### src/rtl/fp_addsub_pipe.sv
// fp_addsub_pipe: pipelined IEEE-754-style floating-point adder/subtractor with valid/ready streaming.
// Define FP_ADDSUB_RNE_EN for round-to-nearest-even; otherwise results are truncated (round toward zero)
// and overflow saturates to the largest finite value.
module fp_addsub_pipe #(
  parameter int EXP_W = 8,
  parameter int MAN_W = 23,
  localparam int W = 1 + EXP_W + MAN_W
) (
  input  logic         clk,
  input  logic         rst,
  input  logic         in_valid,
  output logic         in_ready,
  input  logic [W-1:0] a,
  input  logic [W-1:0] b,
  input  logic         sub,
  output logic         out_valid,
  input  logic         out_ready,
  output logic [W-1:0] result,
  output logic [3:0]   flags
);
  localparam int AW  = MAN_W + 4;
  localparam int SW  = MAN_W + 5;
  localparam int LZW = $clog2(SW + 1);
  localparam logic [EXP_W-1:0] EMAX   = '1;
  localparam logic [EXP_W-1:0] EMAXM1 = EMAX - EXP_W'(1);
  localparam logic [W-1:0]     QNAN   = {1'b0, EMAX, 1'b1, {(MAN_W-1){1'b0}}};

  logic en;
  logic v1, v2, v3, v4;

  assign en       = !out_valid || out_ready;
  assign in_ready = en;

  logic             sa, sb, za, zb, ia, ib, na, nb, a_ge;
  logic [EXP_W-1:0] ea, eb;
  logic [MAN_W:0]   ma, mb;
  logic             c1_sp, c1_inv;
  logic [W-1:0]     c1_res;

  assign sa   = a[W-1];
  assign sb   = b[W-1] ^ sub;
  assign ea   = a[W-2:MAN_W];
  assign eb   = b[W-2:MAN_W];
  assign za   = (ea == '0);
  assign zb   = (eb == '0);
  assign ia   = (ea == EMAX) && (a[MAN_W-1:0] == '0);
  assign ib   = (eb == EMAX) && (b[MAN_W-1:0] == '0);
  assign na   = (ea == EMAX) && (a[MAN_W-1:0] != '0);
  assign nb   = (eb == EMAX) && (b[MAN_W-1:0] != '0);
  assign ma   = za ? '0 : {1'b1, a[MAN_W-1:0]};
  assign mb   = zb ? '0 : {1'b1, b[MAN_W-1:0]};
  assign a_ge = {ea, ma} >= {eb, mb};

  // Special operands (NaN, inf) decide the result up front; it rides the pipe beside the datapath.
  always_comb begin
    c1_sp  = 1'b0;
    c1_inv = 1'b0;
    c1_res = QNAN;
    if (na || nb) begin
      c1_sp  = 1'b1;
      c1_inv = (na && !a[MAN_W-1]) || (nb && !b[MAN_W-1]);
    end else if (ia && ib && (sa != sb)) begin
      c1_sp  = 1'b1;
      c1_inv = 1'b1;
    end else if (ia) begin
      c1_sp  = 1'b1;
      c1_res = {sa, EMAX, {MAN_W{1'b0}}};
    end else if (ib) begin
      c1_sp  = 1'b1;
      c1_res = {sb, EMAX, {MAN_W{1'b0}}};
    end
  end

  logic             s1_xs, s1_ys, s1_sp, s1_inv;
  logic [EXP_W-1:0] s1_xe, s1_ye;
  logic [MAN_W:0]   s1_xm, s1_ym;
  logic [W-1:0]     s1_res;

  // Stage 1 register: larger magnitude operand becomes X, subnormals already forced to zero.
  always_ff @(posedge clk) begin
    if (en) begin
      s1_xs  <= a_ge ? sa : sb;
      s1_ys  <= a_ge ? sb : sa;
      s1_xe  <= a_ge ? ea : eb;
      s1_ye  <= a_ge ? eb : ea;
      s1_xm  <= a_ge ? ma : mb;
      s1_ym  <= a_ge ? mb : ma;
      s1_sp  <= c1_sp;
      s1_inv <= c1_inv;
      s1_res <= c1_res;
    end
  end

  logic [EXP_W-1:0] diff;
  logic [AW-1:0]    y_ext, y_aln;
  logic             lost;

  assign diff  = s1_xe - s1_ye;
  assign y_ext = {s1_ym, 3'b000};
  assign lost  = |(y_ext & ~({AW{1'b1}} << diff));
  assign y_aln = (y_ext >> diff) | {{(AW-1){1'b0}}, lost};

  logic             s2_xs, s2_ys, s2_sp, s2_inv;
  logic [EXP_W-1:0] s2_xe;
  logic [AW-1:0]    s2_x, s2_y;
  logic [W-1:0]     s2_res;

  // Stage 2 register: Y aligned to X with guard/round/sticky below the fraction.
  always_ff @(posedge clk) begin
    if (en) begin
      s2_xs  <= s1_xs;
      s2_ys  <= s1_ys;
      s2_xe  <= s1_xe;
      s2_x   <= {s1_xm, 3'b000};
      s2_y   <= y_aln;
      s2_sp  <= s1_sp;
      s2_inv <= s1_inv;
      s2_res <= s1_res;
    end
  end

  logic [SW-1:0]  sum;
  logic [LZW-1:0] lzc;

  assign sum = (s2_xs ^ s2_ys) ? ({1'b0, s2_x} - {1'b0, s2_y}) : ({1'b0, s2_x} + {1'b0, s2_y});

  // Leading-zero count of the sum below the carry bit; an all-zero sum counts AW.
  always_comb begin
    lzc = LZW'(AW);
    for (int i = 0; i < AW; i++) begin
      if (sum[i]) lzc = LZW'(AW - 1 - i);
    end
  end

  logic             s3_sign, s3_zsign, s3_sp, s3_inv;
  logic [EXP_W-1:0] s3_xe;
  logic [SW-1:0]    s3_sum;
  logic [LZW-1:0]   s3_lzc;
  logic [W-1:0]     s3_res;

  // Stage 3 register: magnitude sum (never negative since X >= Y) and its leading-zero count.
  always_ff @(posedge clk) begin
    if (en) begin
      s3_sign  <= s2_xs;
      s3_zsign <= s2_xs & s2_ys;
      s3_xe    <= s2_xe;
      s3_sum   <= sum;
      s3_lzc   <= lzc;
      s3_sp    <= s2_sp;
      s3_inv   <= s2_inv;
      s3_res   <= s2_res;
    end
  end

  int            e_norm;
  logic [AW-1:0] norm;

  // Normalise: one step right on carry-out keeping sticky, otherwise left by the leading-zero count.
  always_comb begin
    if (s3_sum[SW-1]) begin
      norm   = {s3_sum[SW-1:2], |s3_sum[1:0]};
      e_norm = int'(s3_xe) + 1;
    end else begin
      norm   = s3_sum[AW-1:0] << s3_lzc;
      e_norm = int'(s3_xe) - int'(s3_lzc);
    end
  end

  logic             s4_sign, s4_zsign, s4_uf, s4_sp, s4_inv;
  logic [EXP_W:0]   s4_exp;
  logic [AW-1:0]    s4_norm;
  logic [W-1:0]     s4_res;

  // Stage 4 register: normalised mantissa; a cleared hidden bit means the sum was exactly zero.
  always_ff @(posedge clk) begin
    if (en) begin
      s4_sign  <= s3_sign;
      s4_zsign <= s3_zsign;
      s4_uf    <= (e_norm <= 0);
      s4_exp   <= e_norm[EXP_W:0];
      s4_norm  <= norm;
      s4_sp    <= s3_sp;
      s4_inv   <= s3_inv;
      s4_res   <= s3_res;
    end
  end

  logic [MAN_W:0] mant;
  logic [2:0]     grs;
  logic [W-1:0]   o_res;
  logic [3:0]     o_flags;
`ifdef FP_ADDSUB_RNE_EN
  logic             rup;
  logic [MAN_W+1:0] mr;
  logic [EXP_W+1:0] e_r;
`endif

  assign mant = s4_norm[AW-1:3];
  assign grs  = s4_norm[2:0];

  // Round, pack and flag; special results take priority, then exact zero, then flush-to-zero.
  always_comb begin
    o_res   = '0;
    o_flags = '0;
`ifdef FP_ADDSUB_RNE_EN
    rup = grs[2] & (grs[1] | grs[0] | mant[0]);
    mr  = {1'b0, mant} + {{(MAN_W+1){1'b0}}, rup};
    e_r = {1'b0, s4_exp} + {{(EXP_W+1){1'b0}}, mr[MAN_W+1]};
`endif
    if (s4_sp) begin
      o_res   = s4_res;
      o_flags = {s4_inv, 3'b000};
    end else if (!mant[MAN_W]) begin
      o_res = {s4_zsign, {(W-1){1'b0}}};
    end else if (s4_uf) begin
      o_res   = {s4_sign, {(W-1){1'b0}}};
      o_flags = 4'b0011;
`ifdef FP_ADDSUB_RNE_EN
    end else if (e_r >= {2'b00, EMAX}) begin
      o_res   = {s4_sign, EMAX, {MAN_W{1'b0}}};
      o_flags = 4'b0101;
    end else begin
      o_res   = {s4_sign, e_r[EXP_W-1:0], mr[MAN_W+1] ? mr[MAN_W:1] : mr[MAN_W-1:0]};
      o_flags = {3'b000, |grs};
    end
`else
    end else if (s4_exp >= {1'b0, EMAX}) begin
      o_res   = {s4_sign, EMAXM1, {MAN_W{1'b1}}};
      o_flags = 4'b0101;
    end else begin
      o_res   = {s4_sign, s4_exp[EXP_W-1:0], mant[MAN_W-1:0]};
      o_flags = {3'b000, |grs};
    end
`endif
  end

  // Valid chain and output register; everything holds while the output is stalled.
  always_ff @(posedge clk) begin
    if (rst) begin
      v1        <= 1'b0;
      v2        <= 1'b0;
      v3        <= 1'b0;
      v4        <= 1'b0;
      out_valid <= 1'b0;
      result    <= '0;
      flags     <= '0;
    end else if (en) begin
      v1        <= in_valid;
      v2        <= v1;
      v3        <= v2;
      v4        <= v3;
      out_valid <= v4;
      if (v4) begin
        result <= o_res;
        flags  <= o_flags;
      end
    end
  end

endmodule

### config.mk
export PLATFORM = sky130hd
export DESIGN_NAME = fp_addsub_pipe
export DESIGN_NICKNAME = d
export VERILOG_FILES = /design/src/rtl/fp_addsub_pipe.sv
export SDC_FILE = /design/constraint.sdc
export NUM_CORES = 1
export LEC_CHECK = 0
export ABC_AREA = 1
export BUFFER_PORTS_ARGS = -buffer_cell sky130_fd_sc_hd__buf_2
export CORE_MARGIN = 5
export CORE_UTILIZATION = 62
export CTS_CLUSTER_SIZE = 16
export DETAILED_ROUTE_END_ITERATION = 10
export PLACE_DENSITY_LB_ADDON = 0.2
export SYNTH_ARGS = -nofsm -noshare
export SYNTH_HDL_FRONTEND = slang
export SYNTH_SLANG_ARGS = --single-unit
### constraint.sdc
create_clock -name clk -period 7.87 [get_ports clk]
set_clock_uncertainty 0.05 [all_clocks]
set_input_delay 0.787 -clock clk [delete_from_list [all_inputs] [get_ports clk]]
set_output_delay 0.787 -clock clk [all_outputs]
set_load 0.005 [all_outputs]
### After elaboration in Yosys (flattened, before gate mapping)

Index checks and enable logic that the tools add are counted.

* word-level logic and storage cells: 146
* input bits: 69
* bits in registers: 386

* reductions and logical operators: 30
* muxes and demuxes: 50
* shifts and indexed selects: 3
* add/sub/neg operators: 5
* bitwise gates (word level): 6
* eq/ne operators: 3
* order comparisons: 3

Operators with widths (count)
* $mux 32: 5
* $mux 24: 4
* $mux 31: 2
* $mux 5: 10
* $logic_not 23->1: 2
* $reduce_bool 23->1: 2
* $mux 4: 9
* $ge 32x32->1: 1
* $le 32x1->1 const B: 1
* $add 27x27->28: 1
* $mux 28: 1
* $sub 27x27->28: 1
* $and 27x27->27: 1
* $not 27->27: 1
* $or 27x1->27: 1
* $reduce_or 27->1: 1
* $shl 27x5->27: 1
* $shl 27x8->27 const A: 1
* $shr 27x8->27: 1
* $mux 26: 1
* $mux 3: 7
* $eq 8x8->1 const B: 2
* $logic_not 8->1: 2
* $mux 8: 2
* other kinds (18): 40

### Depth between registers and ports, before layout

Gate-level depths: netlist of the first run.

* depth in word-level cells: 28
* mapped depth: 31

### Least setup slack after synthesis of the first run

OpenSTA, ideal clock, no wires.

* kind: input-to-output
* start point: input port out_ready
* end point: output port in_ready
* path buffers: 0
* setup slack: 1722 ps
* stages: 2
* data required time: 7033 ps
* arrival time: 5311 ps
* cell sequence: nor2_1 -> inv_1

* word-level cells in the longest chain between the ends: 1

RTL lines
* start, declared: RTL line 17 `input logic out_ready,`
* $logic_or 1x1->1: RTL line 31 `assign en = !out_valid || out_ready;`
* end, declared: RTL line 12 `output logic in_ready,`

Every way passes these cells.

### Worst setup path after layout of the first run

* start point: input port a[27]
* end point: register s1_xm[7] (data pin)

* word-level cells in the longest chain between the ends: 4

RTL lines
* start, declared: RTL line 13 `input logic [W-1:0] a,`
* $logic_not 8->1: RTL line 44 `assign za = (ea == '0);`
* $mux 24: RTL line 50 `assign ma = za ? '0 : {1'b1, a[MAN_W-1:0]};`
* $ge 32x32->1: RTL line 52 `assign a_ge = {ea, ma} >= {eb, mb};`
* $mux 24 (*): RTL line 86 `s1_xm <= a_ge ? ma : mb;`
* end signal, assigned: RTL line 86
* end, declared: RTL line 76 `logic [MAN_W:0] s1_xm, s1_ym;`

Every way passes the cells marked *; elsewhere a longest branch is shown, timed or not.
A chain may end at the register's enable or synchronous reset.

==> flow_metrics.tcl, run 1 <==
set metrics [dict create \
    grt_pass1_vias 14720 \
    cts_buffers 27 \
    p_sw_mw 2.922 \
    worstPathArrival_ns 5.47 \
    rsz0062_at_grt "false" \
    dp_hpwl_mm 36.33 \
    root_buffer "clkbuf_16" \
    cts_buffer_depth 3 \
    ff2ff_path_depth 15 \
    clk_pin_slew_ns 0.06 \
    status "complete, no violations" \
    synth_area_um2 17550 \
    drc 0 \
    final_cell_mix "nand2_1, inv_1, edfxtp_1" \
    area_growth_pct 8.746 \
    wirelength_mm 47.94 \
    power_frac_seq_pct 33.0 \
    slew_headroom_pct 30.50 \
    grt_start_max_net_pins 90 \
    drtAntennaViolNets 0 \
    cpPeakStageDelay_ns 1.03 \
    finalSetupViolations 0 \
    swShare_pct 44.27 \
    first_pass_iters 8 \
    nets 2428 \
    cts_setup_buffers 0 \
    hp-class "flop to flop" \
    mostFrequentLayoutCell "nand2_1" \
    dpl_cell_area_um2 18170 \
    synth-edff-count 225 \
    ys.flop_type "edfxtp_1" \
    rr_startpoint "s1_xe[0]" \
    cp_max_fo 58 \
    critPathSlowestCell "nand2_1" \
    path_class "input port to flop" \
    ys_types 62 \
    ys_seq_elements 266 \
    tns_ns 0 \
    cp-end-kind "flop" \
    max_freq_mhz 189.3 \
    path_cells "buf_2 > nor4_1 > nand2_1 > inv_1 > nor2_1 > ha_1 > a21oi_1 > nor2_1 > a211oi_1 > o221ai_1 > a221oi_1 > nand3_2 > nand2_1 > o22ai_1" \
    min_period_over_period_pct 67.13 \
    yosys_warnings 0 \
    rrSetupSlack_ns 3.37 \
    peakVddDrop_uv 167.5 \
    cp-start-kind "input port" \
    dieArea_um2 31780 \
    min_to "s2_inv" \
    diodes 0 \
    hold_viol_final 0 \
    clk_latency_ns 0.54 \
    syn_nets 2386 \
    die_w_um 178.3 \
    yosysSeqAreaShare_pct 43.16 \
    route.detailed.wl_per_inst_um 18.02 \
    tightest_slew_ns 1.041 \
    routed-via-count 15900 \
    setup_slack_ns 2.586 \
    p_leak_nw 8.661 \
    hold_buffers 0 \
    min_period_ns 5.284 \
    fillCellCount 2299 \
    cts_max_level 1 \
    cp_top_family "simple AND/OR/NAND/NOR gates" \
    pwr-share-comb_pct 47.1 \
    tritoncts "yes" \
    post_cts_resized 0 \
    grt_use_total_pct 29.88 \
    p_clk_share_pct 19.8 \
    whs_path_depth 0 \
    crit_buf_inv 2 \
    fin_area_um2 19090 \
    worstReg2RegEnd "s2_y[6]" \
    syn_area_per_cell_um2 7.911 \
    timing.hold.ws_ns 0.3681 \
    die_h_um 178.3 \
    place_ws_ns 2.166 \
    slew_violations 0 \
    clkSinkCount 266 \
    min_from "s1_inv" \
    place_congestion 1.005 \
    drtIter0Drc 1596 \
    required_ns 8.06 \
    synth_cells 2219 \
    coreArea_um2 27860 \
    yosys.area.top_type "edfxtp_1" \
    synth_top_area_share_pct 38.49 \
    synthTopCellsByArea "edfxtp_1, nand2_1, ha_1" \
    start_util_pct 63.01 \
    viasPerCell 5.976 \
    ios 107 \
    fp-row-count 61 \
    cap_violations 0 \
    p_int_mw 3.680 \
    layout-drive-gt1-share_pct 9.641 \
    io_buffers 106 \
    synthArstFlopShare_pct 0 \
    grt_pass1_wl_mm 76.62 \
    cellPowerDensity_nw_per_um2 345.9 \
    antenna_found_initial 2 \
    grt_remaining_overflow 0 \
]
synthesized netlist by cell type, types with 5 or more instances:
library cell  instances
a211oi_1             16
a21oi_1             108
a21oi_2               8
a31oi_1               5
buf_1                 9
buf_2                 6
buf_6                12
clkbuf_1             74
dfxtp_1              41
edfxtp_1            225
ha_1                 95
inv_1               267
mux2i_1              12
nand2_1             543
nand2_2              13
nand3_1             175
nand4_1              19
nor2_1              163
nor2_2                5
nor3_1               24
nor4_1               17
o211ai_1             18
o21ai_0             181
o21ai_1              21
o21ai_2               5
o21bai_1              5
o221ai_1             13
o22ai_1              37
o31ai_1               9
or2_2                 8
xor2_1               22
flip-flops by register name (all words and copies together), names as in the netlist, 2 cells and up:
signal	cells
s1_ye	8
s3_sum	28
s2_y	27
s3_xe	8
s4_res	2
flags	4
s1_xe	8
s1_xm	24
result	32
s2_x	24
s2_xe	8
s3_res	2
s2_res	2
s4_norm	27
s1_ym	24
s3_lzc	5
s1_res	2
s4_exp	9
worst register-to-register path, stage by stage (launching register included):
cell       delay, ns
edfxtp_1        0.41
inv_1           0.08
ha_1            0.14
inv_1           0.06
fa_1            0.44
nand3_1         0.12
nand3_1         0.15
a21oi_1         0.16
o21ai_0         0.11
xnor2_1         0.22
nand3_2         0.35
inv_2           0.62
o211ai_1        0.21
o21ai_0         0.36
a2bb2oi_1       0.23
o31ai_1         0.53
final cells by class:
| class | instances | area [um^2] | area share, % |
|---|---|---|---|
| Multi-Input combinational cell | 1573 | 8454 | 44.29 |
| Sequential cell | 266 | 7577 | 39.69 |
| Clock buffer | 29 | 683.2 | 3.579 |
| Inverter | 275 | 1042 | 5.460 |
| Timing Repair Buffer | 118 | 620.6 | 3.251 |
| Tap cell | 378 | 473.0 | 2.478 |
| Clock inverter | 21 | 239.0 | 1.252 |
cells by family (layout without fill, tap and decap cells):
group	after synthesis	count (layout)	share of synthesized area (%)
XOR/XNOR	25	25	1.333
adder cells (fa/ha/maj)	98	98	7.113
flip-flops	266	266	43.16
multiplexers	12	12	0.6843
AND/OR/NAND/NOR	988	988	24.05
AO/OA/AOI/OAI	450	450	14.88
buffers and inverters	380	443	8.781
worst max-delay path by stage:
stage	cells past startpoint	slack, ns	from	end
after CTS	14	2.72	a[27]	s1_xm[7]
after detailed placement	14	2.17	a[27]	s1_xm[22]
after global placement	14	2.19	a[27]	s1_xm[23]
after global routing	14	2.10	a[27]	s1_xm[23]
final	14	2.59	a[27]	s1_xm[7]
after floorplan	2	1.72	out_ready	in_ready
metal layers:
layer  share of wire, %  GRT usage, %
met1                 42         41.59
met4                3.2         8.634
met3                7.7         3.518
met2                 47         49.74
met5              0.056             0
power groups by stage:
| stage | combinational (mW) | clock [mW] | sequential [mW] |
|---|---|---|---|
| detailed placement | 3.01 | 0 | 2.20 |
| floorplan | 2.36 | 0 | 2.08 |
| global route | 3.44 | 1.39 | 2.21 |
| finish | 3.11 | 1.31 | 2.18 |
| CTS | 3.03 | 1.33 | 2.18 |
| global placement | 2.97 | 0 | 2.19 |
stage by stage:
step / total power [mW] / cells / utilization (%)
floorplan: 4.435 / 2219 / -
global placement: 5.162 / 2610 / 65.21
detailed placement: 5.216 / 2610 / 65.21
CTS: 6.540 / 2660 / 68.52
global route: 7.041 / 2660 / 68.52
finish: 6.602 / 2660 / 68.52
No activity file was read; power rests on OpenSTA's default activity.
==> run 2: changes to the inputs <==
Settings changed: CORE_UTILIZATION 62 to 56.
Clock period 7.87 ns to 4.8 ns, I/O delays scaled along.
==> run 2 against run 1 <==
Compared with the run above: sequential cell count stayed put; largest power group unchanged; via count decreased by 1.6%; sequential share of layout area is 0.33 points lower; combinational power rose by 65%; sequential power grew 64%.
==> flow_metrics.tcl, run 2 (same netlist as run 1, synthesis figures left out) <==
set metrics [dict create \
    layout-drive-gt1-share_pct 10.39 \
    dpl_cell_area_um2 18310 \
    critPathSlowestCell "inv_2" \
    cp_top_family "simple AND/OR/NAND/NOR gates" \
    ff2ff_path_depth 18 \
    wirelength_mm 48.18 \
    hp-class "input port to flop" \
    diodes 0 \
    rr_startpoint "s1_xe[0]" \
    slew_violations 0 \
    setup_slack_ns 0.6650 \
    route.detailed.wl_per_inst_um 17.86 \
    top_register "result" \
    rsz0062_at_grt "false" \
    drtIter0Drc 1433 \
    finalSetupViolations 0 \
    min_from "in_valid" \
    status "complete, no violations" \
    seqCellArea_um2 7577 \
    cp_common_cell "nand3_1" \
    viasPerCell 5.801 \
    dp.cells 2643 \
    hold_viol_final 0 \
    clk_pin_slew_ns 0.06 \
    routed-via-count 15640 \
    whs_path_depth 3 \
    io_buffers 106 \
    grt_use_total_pct 26.65 \
    root_buffer "clkbuf_16" \
    clk_latency_ns 0.57 \
    ios 107 \
    peakVddDrop_uv 318.8 \
    drc 0 \
    first_pass_iters 9 \
    min_period_ns 4.135 \
    cts_max_level 1 \
    grt_start_max_net_pins 99 \
    area_growth_pct 9.658 \
    crit_buf_inv 3 \
    p_leak_nw 8.737 \
    tritoncts "yes" \
    dieArea_um2 34990 \
    cp_max_fo 43 \
    cts_buffer_depth 3 \
    post_cts_resized 0 \
    cts_buffers 29 \
    start_util_pct 57.09 \
    max_freq_mhz 241.8 \
    coreArea_um2 30750 \
    worstPathArrival_ns 4.39 \
    place_congestion 0.9963 \
    die_w_um 187.1 \
    fillCellCount 2677 \
    die_h_um 187.1 \
    cap_violations 0 \
    largestRegisters "result: 32 flops, s3_sum: 28 flops" \
    mostFrequentLayoutCell "nand2_1" \
    fp-row-count 64 \
    cts_setup_buffers 0 \
    grt_pass1_vias 14690 \
    path_class "flop to flop" \
    instances_no_fill 2697 \
    cp-startpoint "s1_xe[0]" \
    largest_reg_flops 32 \
    cpPeakStageDelay_ns 0.64 \
    final_cell_mix "nand2_1, inv_1, edfxtp_1" \
    clkSinkCount 266 \
    multi_input_area_um2 8457 \
    place_ws_ns 0.5927 \
    cp-end-kind "flop" \
    required_ns 5.05 \
    dp_hpwl_mm 37.30 \
    nets 2445 \
    cp-start-kind "flop" \
    grt_remaining_overflow 0 \
    drtAntennaViolNets 0 \
    crit_cells 18 \
    fin_area_um2 19250 \
    hold_buffers 0 \
    tightest_slew_ns 1.177 \
    antenna_found_initial 1 \
    cellPowerDensity_nw_per_um2 562.6 \
    path_cells "inv_1 > ha_1 > inv_1 > fa_1 > nand3_1 > nand3_1 > a21oi_1 > o21ai_0 > xnor2_1 > nand3_2 > inv_2 > o311ai_0 > nand3_1 > nand3_1 > nor2_1 > nand3_1 > nor2_1 > nand2_1" \
    slew_headroom_pct 21.54 \
    min_period_over_period_pct 86.15 \
    tns_ns 0 \
    grt_pass1_wl_mm 76.87 \
]
## run 2: path summary, 6_finish.rpt
check	end	slack, ns
max	s2_y[0]	0.67
min	v1	0.11
min reg2reg	s2_x[25]	0.36
max reg2reg	s2_y[0]	0.67
## run 2: layer usage
layer  GRT usage [%]  wire [um]
met1           35.88      20640
met2           46.11      23230
met3           2.520       2813
met4           7.850       1481
met5               0         11
## run 2: stage by stage
| stage | utilization [%] | hold slack, ns | power, mW |
|---|---|---|---|
| after floorplan | - | 0.3503 | 7.270 |
| after CTS | 62.60 | 0.08882 | 10.78 |
| final | 62.60 | 0.1052 | 10.83 |
| after detailed placement | 59.56 | 0.3545 | 8.626 |
| after global placement | 59.56 | 0.3513 | 8.569 |
| after global routing | 62.60 | 0.1077 | 11.61 |
## run 2: cell type report
type / count / share of cell area, %
repair buffers: 133 / 3.874
flip-flops and latches: 266 / 39.36
clock inverters: 23 / 1.053
multi-input cells: 1573 / 43.93
well taps: 396 / 2.574
inverters: 275 / 5.395
clock buffers: 31 / 3.809
## run 2: power by group
group / internal (mW) / total (mW) / switching (mW)
clock network: 1.22 / 2.14 / 0.917
logic: 1.61 / 5.12 / 3.51
registers: 3.21 / 3.57 / 0.358
## run 2: worst min-delay path: cells and delay by family
family | cells | cell delay (ns)
buffers and inverters | 1 | 0.10
and+or+nand+nor | 1 | 0.06
AOI/OAI and AO/OA | 1 | 0.05
==> run 3: changes to the inputs <==
Settings changed: CORE_UTILIZATION 56 to 58, CTS_BUF_LIST set to sky130_fd_sc_hd__clkbuf_8.
==> run 3 against run 2 <==
Compared with the run above: clock power shrank 14%; critical path type is now input port to flop; first-iteration DRC count shrank 17%; setup slack gained 0.16 ns; critical endpoint is now s1_xm[8]; clock-buffer cell count grew 12; sequential power is essentially flat; combinational power grew 1%; die area shrank 3.3%.
==> flow_metrics.tcl, run 3 (same netlist as run 1, synthesis figures left out) <==
set metrics [dict create \
    grt_start_max_net_pins 164 \
    route.detailed.wl_per_inst_um 17.95 \
    slew_violations 0 \
    die_h_um 184.0 \
    path_cells "buf_2 > nor4_1 > nand2_1 > inv_1 > nor2_1 > ha_1 > nand2_1 > nor3_1 > nand2_1 > o311ai_0 > nand2_1 > o2111ai_1 > nand2_1 > nand3_2 > nand2_1 > o22ai_1" \
    nets 2456 \
    required_ns 5.13 \
    dieArea_um2 33850 \
    hold_buffers 0 \
    grt_pass1_wl_mm 77.71 \
    dp_hpwl_mm 37.61 \
    finalSetupViolations 0 \
    grt_pass1_vias 15030 \
    coreArea_um2 29800 \
    cts_buffers 43 \
    place_congestion 0.9973 \
    diodes 0 \
    setup_slack_ns 0.8227 \
    cp-startpoint "a[27]" \
    tightest_slew_ns 0.9561 \
    cap_violations 0 \
    cp-start-kind "input port" \
    clk_latency_ns 0.57 \
    tns_ns 0 \
    multi_input_area_um2 8457 \
    cp-end-kind "flop" \
    min_to "v1" \
    status "complete, no violations" \
    antenna_found_initial 1 \
    fin_util_pct 64.01 \
    tritoncts "yes" \
    peakVddDrop_uv 219.0 \
    dp.cells 2634 \
    wirelength_mm 48.64 \
    area_growth_pct 8.653 \
    cts_setup_buffers 0 \
    clkSinkCount 266 \
    hp-class "input port to flop" \
    cp_common_cell "nand2_1" \
    layout-drive-gt1-share_pct 10.52 \
    grt_remaining_overflow 0 \
    mostFrequentLayoutCell "nand2_1" \
    p_leak_nw 8.732 \
    cpPeakStageDelay_ns 0.59 \
    post_cts_resized 0 \
    timing.hold.ws_ns 0.1186 \
    max_freq_mhz 251.4 \
    cts_buffer_depth 3 \
    drtAntennaViolNets 0 \
    viasPerCell 5.755 \
    instances_no_fill 2710 \
    largest_reg_flops 32 \
    rrSetupSlack_ns 0.82 \
    root_buffer "clkbuf_8" \
    rsz0062_at_grt "false" \
    top_register "result" \
    die_w_um 184.0 \
    routed-via-count 15600 \
    clk_pin_slew_ns 0.06 \
    cellPowerDensity_nw_per_um2 554.2 \
    worstPathArrival_ns 4.30 \
    final_cell_mix "nand2_1, inv_1, edfxtp_1" \
    min_period_ns 3.977 \
    grt_use_total_pct 28.53 \
    hold_viol_final 0 \
    critPathSlowestCell "inv_1" \
    path_class "input port to flop" \
    cts_max_level 2 \
    rr_startpoint "s1_xe[0]" \
    drc 0 \
    fp-row-count 63 \
    worstReg2RegEnd "s2_y[6]" \
    min_from "in_valid" \
    drtIter0Drc 1185 \
    whs_path_depth 3 \
    fillCellCount 2654 \
    place_ws_ns 0.3427 \
    start_util_pct 58.91 \
    ios 107 \
    io_buffers 106 \
    ff2ff_path_depth 15 \
    first_pass_iters 5 \
    slew_headroom_pct 36.19 \
    largestRegisters "result: 32 flops, s3_sum: 28 flops" \
    seqCellArea_um2 7577 \
    cp_max_fo 23 \
    min_period_over_period_pct 82.86 \
]
run 3: changes by cell type in the layout (fill, tap and decap cells not counted), sizes merged:
| cell | before | now |
|---|---|---|
| clkinvlp | 4 | 2 |
| clkbuf | 31 | 43 |
| buf | 133 | 130 |
| clkinv | 21 | 17 |
| inv | 271 | 287 |
run 3: worst max-delay path by stage:
stage,to
after floorplan,s1_inv
after global placement,s1_xm[21]
after detailed placement,s1_xm[8]
after CTS,s2_y[6]
after global routing,s2_y[6]
final,s1_xm[8]
run 3: layout make-up:
| cell class | instances | share of cell area (%) |
|---|---|---|
| clock buffer | 43 | 3.103 |
| sequential | 266 | 39.73 |
| timing repair buffer | 130 | 3.792 |
| multi-input combinational | 1573 | 44.34 |
| clock inverter | 33 | 1.036 |
| tap | 390 | 2.558 |
| inverter | 275 | 5.445 |
run 3: worst max-delay path: cells and delay by family:
kind | cells | cell delay [ns]
buf+inv | 2 | 0.71
compound gates | 3 | 0.66
simple gates | 10 | 2.08
fa+ha+maj | 1 | 0.35
run 3: routing by layer:
metal | routed length (um) | share of wire, % | vias to the layer above | track usage (%)
li1 | - | - | 7699 | -
met1 | 20020 | 41 | 7132 | 36.65
met2 | 22690 | 47 | 609 | 47.13
met3 | 3280 | 6.7 | 154 | 4.749
met4 | 2635 | 5.4 | 2 | 13.78
met5 | 13 | 0.027 | - | 0
run 3: report_power, final:
part | switching [mW] | total, mW | internal, mW
logic | 3.55 | 5.17 | 1.61
clock network | 0.885 | 1.83 | 0.948
registers | 0.359 | 3.57 | 3.21
total | 4.80 | 10.6 | 5.77
run 3: metrics by stage:
step                      power [mW]  instance area, um^2
after floorplan                7.270                17560
after global placement         8.604                18280
after detailed placement       8.663                18280
after CTS                      10.52                19070
after global routing           11.36                19070
final                          10.57                19070
